### src/rtl/bus_router_n.sv
// bus_router_n: N-port address-decoding router with valid/ready flow control.
// One request stream in, each accepted request forwarded to exactly one port
// selected by ascending region bases. Every port has a one-entry registered
// output stage, so a stalled port never blocks traffic to other ports.
// Requests below the first base are dropped and reported on err/err_addr.
// Optional feature: define ROUTE_CNT_EN to build saturating per-port accept
// counters on cnt; otherwise cnt is tied to 0.
`timescale 1ns/1ps

module bus_router_n #(
  parameter int NUM_PORTS = 4,
  parameter int ADDR_W    = 8,
  parameter int DATA_W    = 16,
  parameter logic [NUM_PORTS*ADDR_W-1:0] PORT_BASE = {8'hC0, 8'h80, 8'h40, 8'h00}
) (
  input  logic                        clk,
  input  logic                        rstn,
  input  logic                        in_vld,
  output logic                        in_rdy,
  input  logic [ADDR_W-1:0]           in_addr,
  input  logic [DATA_W-1:0]           in_data,
  output logic [NUM_PORTS-1:0]        out_vld,
  input  logic [NUM_PORTS-1:0]        out_rdy,
  output logic [NUM_PORTS*ADDR_W-1:0] out_addr,
  output logic [NUM_PORTS*DATA_W-1:0] out_data,
  output logic                        err,
  output logic [ADDR_W-1:0]           err_addr,
  output logic [NUM_PORTS*16-1:0]     cnt
);

  localparam int SEL_W = (NUM_PORTS > 1) ? $clog2(NUM_PORTS) : 1;

  logic                 hit;
  logic [SEL_W-1:0]     sel;
  logic [NUM_PORTS-1:0] stage_free;
  logic [NUM_PORTS-1:0] load;
  logic                 accept;

  // Address decode: bases ascend, so the highest base not above in_addr wins.
  always_comb begin
    // NOTE: every always_comb output gets a default first so no latch is inferred.
    hit = 1'b0;
    sel = '0;
    for (int i = 0; i < NUM_PORTS; i++) begin
      if (in_addr >= PORT_BASE[i*ADDR_W +: ADDR_W]) begin
        hit = 1'b1;
        sel = SEL_W'(i);
      end
    end
  end

  // A stage can take a new entry when empty or when it drains this cycle.
  assign stage_free = ~out_vld | out_rdy;

  // Unmapped requests are always consumed; mapped ones wait for their stage.
  assign in_rdy = rstn && (!hit || stage_free[sel]);
  assign accept = in_vld && in_rdy;

  // One-hot load strobe for the stage selected by the decoder.
  always_comb begin
    load = '0;
    for (int i = 0; i < NUM_PORTS; i++) begin
      load[i] = accept && hit && (sel == SEL_W'(i));
    end
  end

  // Per-port output stages: load wins over drain, drain clears the entry to 0.
  always_ff @(posedge clk or negedge rstn) begin
    if (!rstn) begin
      // NOTE: addr/data are reset along with vld because idle ports must read 0.
      out_vld  <= '0;
      out_addr <= '0;
      out_data <= '0;
    end else begin
      for (int i = 0; i < NUM_PORTS; i++) begin
        if (load[i]) begin
          // NOTE: sequential state uses non-blocking assignments only.
          out_vld[i]                   <= 1'b1;
          out_addr[i*ADDR_W +: ADDR_W] <= in_addr;
          out_data[i*DATA_W +: DATA_W] <= in_data;
        end else if (out_vld[i] && out_rdy[i]) begin
          out_vld[i]                   <= 1'b0;
          out_addr[i*ADDR_W +: ADDR_W] <= '0;
          out_data[i*DATA_W +: DATA_W] <= '0;
        end
      end
    end
  end

  // Drop reporting: single-cycle pulse and sticky copy of the dropped address.
  always_ff @(posedge clk or negedge rstn) begin
    if (!rstn) begin
      err      <= 1'b0;
      err_addr <= '0;
    end else begin
      err <= accept && !hit;
      if (accept && !hit) begin
        err_addr <= in_addr;
      end
    end
  end

`ifdef ROUTE_CNT_EN
  logic [15:0] cnt_q [NUM_PORTS];

  // Saturating accept counters, cleared only by reset.
  always_ff @(posedge clk or negedge rstn) begin
    if (!rstn) begin
      for (int i = 0; i < NUM_PORTS; i++) begin
        cnt_q[i] <= '0;
      end
    end else begin
      for (int i = 0; i < NUM_PORTS; i++) begin
        if (load[i] && (cnt_q[i] != 16'hFFFF)) begin
          cnt_q[i] <= cnt_q[i] + 16'd1;
        end
      end
    end
  end

  // Pack the counter array onto the flat output bus.
  always_comb begin
    cnt = '0;
    for (int i = 0; i < NUM_PORTS; i++) begin
      cnt[i*16 +: 16] = cnt_q[i];
    end
  end
`else
  assign cnt = '0;
`endif

endmodule

### config.mk
export PLATFORM = sky130hd
export DESIGN_NAME = bus_router_n
export DESIGN_NICKNAME = d
export VERILOG_FILES = /design/src/rtl/bus_router_n.sv
export SDC_FILE = /design/constraint.sdc
export NUM_CORES = 1
export LEC_CHECK = 0
export CORE_ASPECT_RATIO = 0.5
export CORE_UTILIZATION = 43
export DETAILED_ROUTE_END_ITERATION = 16
export PLACE_DENSITY = 0.83
export RECOVER_POWER = 100
export SYNTH_ARGS = -nofsm -noshare
export SYNTH_HDL_FRONTEND = slang
export SYNTH_SLANG_ARGS = --single-unit
### constraint.sdc
create_clock -name clk -period 1.5 [get_ports clk]
set_input_delay 0.15 -clock clk [delete_from_list [all_inputs] [get_ports clk]]
set_output_delay 0.15 -clock clk [all_outputs]
set_load 0.005 [all_outputs]
==> metrics.md <==
| Metric | Value |
|---|---|
| Status | `complete, but fails checks` |
| Failing checks | `setup timing` |
| Initial DRT Pass Iterations | `4` |
| Post-DP HPWL | `roughly 8 mm` |
| Relative slew slack | `27.7%` |
| H-tree lvl count | `3` |
| Die area | `0.0115 sq mm` |
| VDD IR max | `~660 uV` |
| Core area | `0.0104 sq mm` |
| P per Cell Area | `1200 mW/mm^2` |
| Net Sw Frac | `27.8%` |
| Hold Fails Final Rpt | `0` |
| Starting Density | `45.4%` |
| RSZ-0062 raised after global routing | `true` |
| FILL cells | `821` |
| Drc violations | `0` |
| Longest Clk Path Bufs | `2` |
| Clock network power share | `between 20% and 30%` |
| Die Y | `about 76 microns` |
| Port buffer count | `131` |
| Slew Viols, Final | `0` |
| Cells after Synth | `429` |
| Internal power | `5.54 mW` |
| Final Wtd Congestion | `between 0.8 and 0.9` |
| Largest net degree at the start of global routing | `82` |
| Yosys cell types | `29` |
| Via count | `3,377` |
| Seq/Total Area, Yosys | `a little over half` |
| Max Cap Violations | `0` |
| Synth Cell Area | `between 0.004 and 0.005 sq mm` |
| Yosys warns | `0` |
| WL per Instance | `around 16 microns` |
| Fraction of layout cells with a size suffix above 1 | `9.22%` |
| Remaining antenna violation count | `0` |
| Total gr overflow | `0` |
| First-pass GRT wire length | `18.5 mm` |
| Final Setup Violations | `2` |
| CTS root buf | `clkbuf_16` |
| Antenna violations before repair | `0` |
| 1st-iter DRT viols | `190` |
| Post-synthesis register bit count | `100` |
| Nets | `612` |
| P&R area growth vs syn | `35.0%` |
| Slew @ Worst Pin | `1.08 ns` |
| CTS tree | `built` |
| Clock skew | `0.00684 ns` |
| Num CTS Buffers | `9` |
| CP Data Arrival Time | `1.37 ns` |
| Leakage power | `between 3 and 4 nW` |
| Clk sinks | `100` |
| Sequential Power Share | `between 40% and 50%` |
| Pre-CTS WS | `-0.357 ns` |
| CP Capture Type | `output pin` |
| Diode count | `0` |
| Die width | `150 microns` |
| Combinational power share | `approximately a quarter` |
| Final worst path period share | `101%` |
| Fmax | `between 0.6 and 0.7 GHz` |
| Worst-Skew Late Latency | `between 0.3 and 0.4 ns` |
| GR Util All Layers | `21.2%` |
| Crit Path Class | `flop to output pin` |
| Post-DP Area | `between 0.006 and 0.007 sq mm` |
| Hold slack final | `0.263 ns` |
| Final WS setup | `-0.0221 ns` |
| Tmin final | `roughly 1.5 ns` |
| CP max FO | `2` |
| Clock Pin Slew Worst Setup and Hold Paths | `0.07 ns` |
| Boundary pin count | `205` |
| TNS Setup | `-0.0313 ns` |
| P_sw | `around 2.1 mW` |
| HP Class | `input port to flop` |
| Final WL | `11.4 mm` |
| Avg Inst Size Synth | `11.0 sq um` |
| PnR Total Power | `7.67 mW` |
| Final instance area | `0.00640 sq mm` |
| Vias in the first global route | `approximately 3,400` |
| WP data required | `1.35 ns` |
| Rows | `26` |
| Vias per std cell | `between 4 and 5` |
| CP startpoint kind | `flop` |
synth_stat cells (all sizes together):
| master | count | share of area, % |
|---|---|---|
| a21o | 1 | 0.16 |
| a21oi | 3 | 0.32 |
| and2 | 1 | 0.18 |
| and3 | 1 | 0.13 |
| and3b | 2 | 0.37 |
| and4 | 1 | 0.24 |
| buf | 84 | 14 |
| clkbuf | 8 | 0.63 |
| conb | 1 | 0.079 |
| dfrtp | 100 | 53 |
| inv | 22 | 1.7 |
| mux2i | 88 | 19 |
| nand2 | 98 | 7.8 |
| nand2b | 1 | 0.13 |
| nand3b | 1 | 0.16 |
| nand4bb | 1 | 0.24 |
| nor2 | 4 | 0.32 |
| nor2b | 2 | 0.26 |
| nor3 | 1 | 0.11 |
| nor3b | 1 | 0.16 |
| nor4 | 1 | 0.45 |
| nor4b | 1 | 0.18 |
| o21ai | 2 | 0.21 |
| or2 | 2 | 0.26 |
| or2b | 1 | 0.16 |
| or3b | 1 | 0.18 |
through the flow:
step	cells	util, %
after global placement	707	58.0
after global routing	726	61.3
after detailed placement	707	58.0
after floorplan	501	-
after CTS	726	61.4
final	726	61.3
power groups by stage:
stage | Clock (mW) | Sequential [mW] | Combinational [mW]
global route | 2.35 | 3.54 | 2.16
global placement | 0 | 3.51 | 1.91
floorplan | 0 | 3.53 | 0.707
detailed placement | 0 | 3.51 | 1.97
finish | 2.20 | 3.48 | 1.99
CTS | 2.25 | 3.48 | 2.00
per-layer routing:
layer	part of all wire (%)	GRT usage (%)	up-vias	wire, microns
met2	53	37.8	119	6030
met3	3.4	3.71	21	392
met4	2.2	7.58	0	247
li1	-	-	1534	-
met1	42	25.7	1703	4750
met5	0	0	-	0
worst max-delay path: stages, from the launching register on:
cell and delay, ns:
dfrtp_1 0.35, or3b_4 0.38, a21oi_2 0.12, nor3_1 0.06, buf_2 0.13
area by class of cell:
class | count | area (sq um) | share of cell area (%)
flip-flops and latches | 100 | 2500 | 39.1
multi-input cells | 287 | 1760 | 27.5
repair buffers | 161 | 1590 | 24.9
clock buffers | 9 | 225 | 3.52
well taps | 140 | 175 | 2.74
inverters | 22 | 82.6 | 1.29
clock inverters | 7 | 60.1 | 0.939
cells in the final DEF (no fill, tap or decap), types with 2 or more instances in the layout:
master           count
o21ai_0              2
clkbuf_1             4
inv_6                3
or2_2                2
a21oi_1              2
conb_1              73
mux2i_1             87
buf_12               4
clkinv_4             3
buf_6                2
dfrtp_1            100
and3b_1              2
buf_4               17
clkdlybuf4s50_1    127
nand2_1             98
clkbuf_16            9
nor2_1               4
inv_1               22
registers in the layout, indices dropped and copies added, names as in the netlist:
name and cells:
out_data 64, out_vld 4, out_addr 32
worst paths after layout:
| kind | start | end | depth (start not counted) | slack [ns] |
|---|---|---|---|---|
| max | out_vld[0] | in_rdy | 4 | -0.02 |
| min | in_addr[7] | out_vld[3] | 3 | 0.26 |
| max reg2reg | out_vld[2] | out_data[42] | 5 | -0.01 |
| min reg2reg | out_addr[14] | out_addr[14] | 1 | 0.48 |
| max in group asynchronous | rstn | out_data[36] | 2 | 0.42 |
| min in group asynchronous | rstn | out_addr[19] | 2 | 0.39 |
what timing repair did:
| action | 4_1_cts | 5_1_grt |
|---|---|---|
| gates resized for setup | 15 | 3 |
| pin swaps | 3 | 0 |
| setup buffers | 2 | 0 |
| endpoints found under the setup margin | 22 | 26 |
| hold buffers | 1 | 0 |
| endpoints found under the hold margin | 19 | 0 |
| cloned | 1 | 0 |
logic make-up (layout without fill, tap and decap cells):
kind of cell           after synthesis  in the layout  synth area share [%]
AND/OR/NAND/NOR                    120            120                  11.3
buffers and inverters              114            199                  16.6
flip-flops                         100            100                  52.8
multiplexers                        88             88                  18.6
AO/OA/AOI/OAI                        6              6                 0.686
other                                1             73                0.0791
No activity file was read; power rests on OpenSTA's default activity.
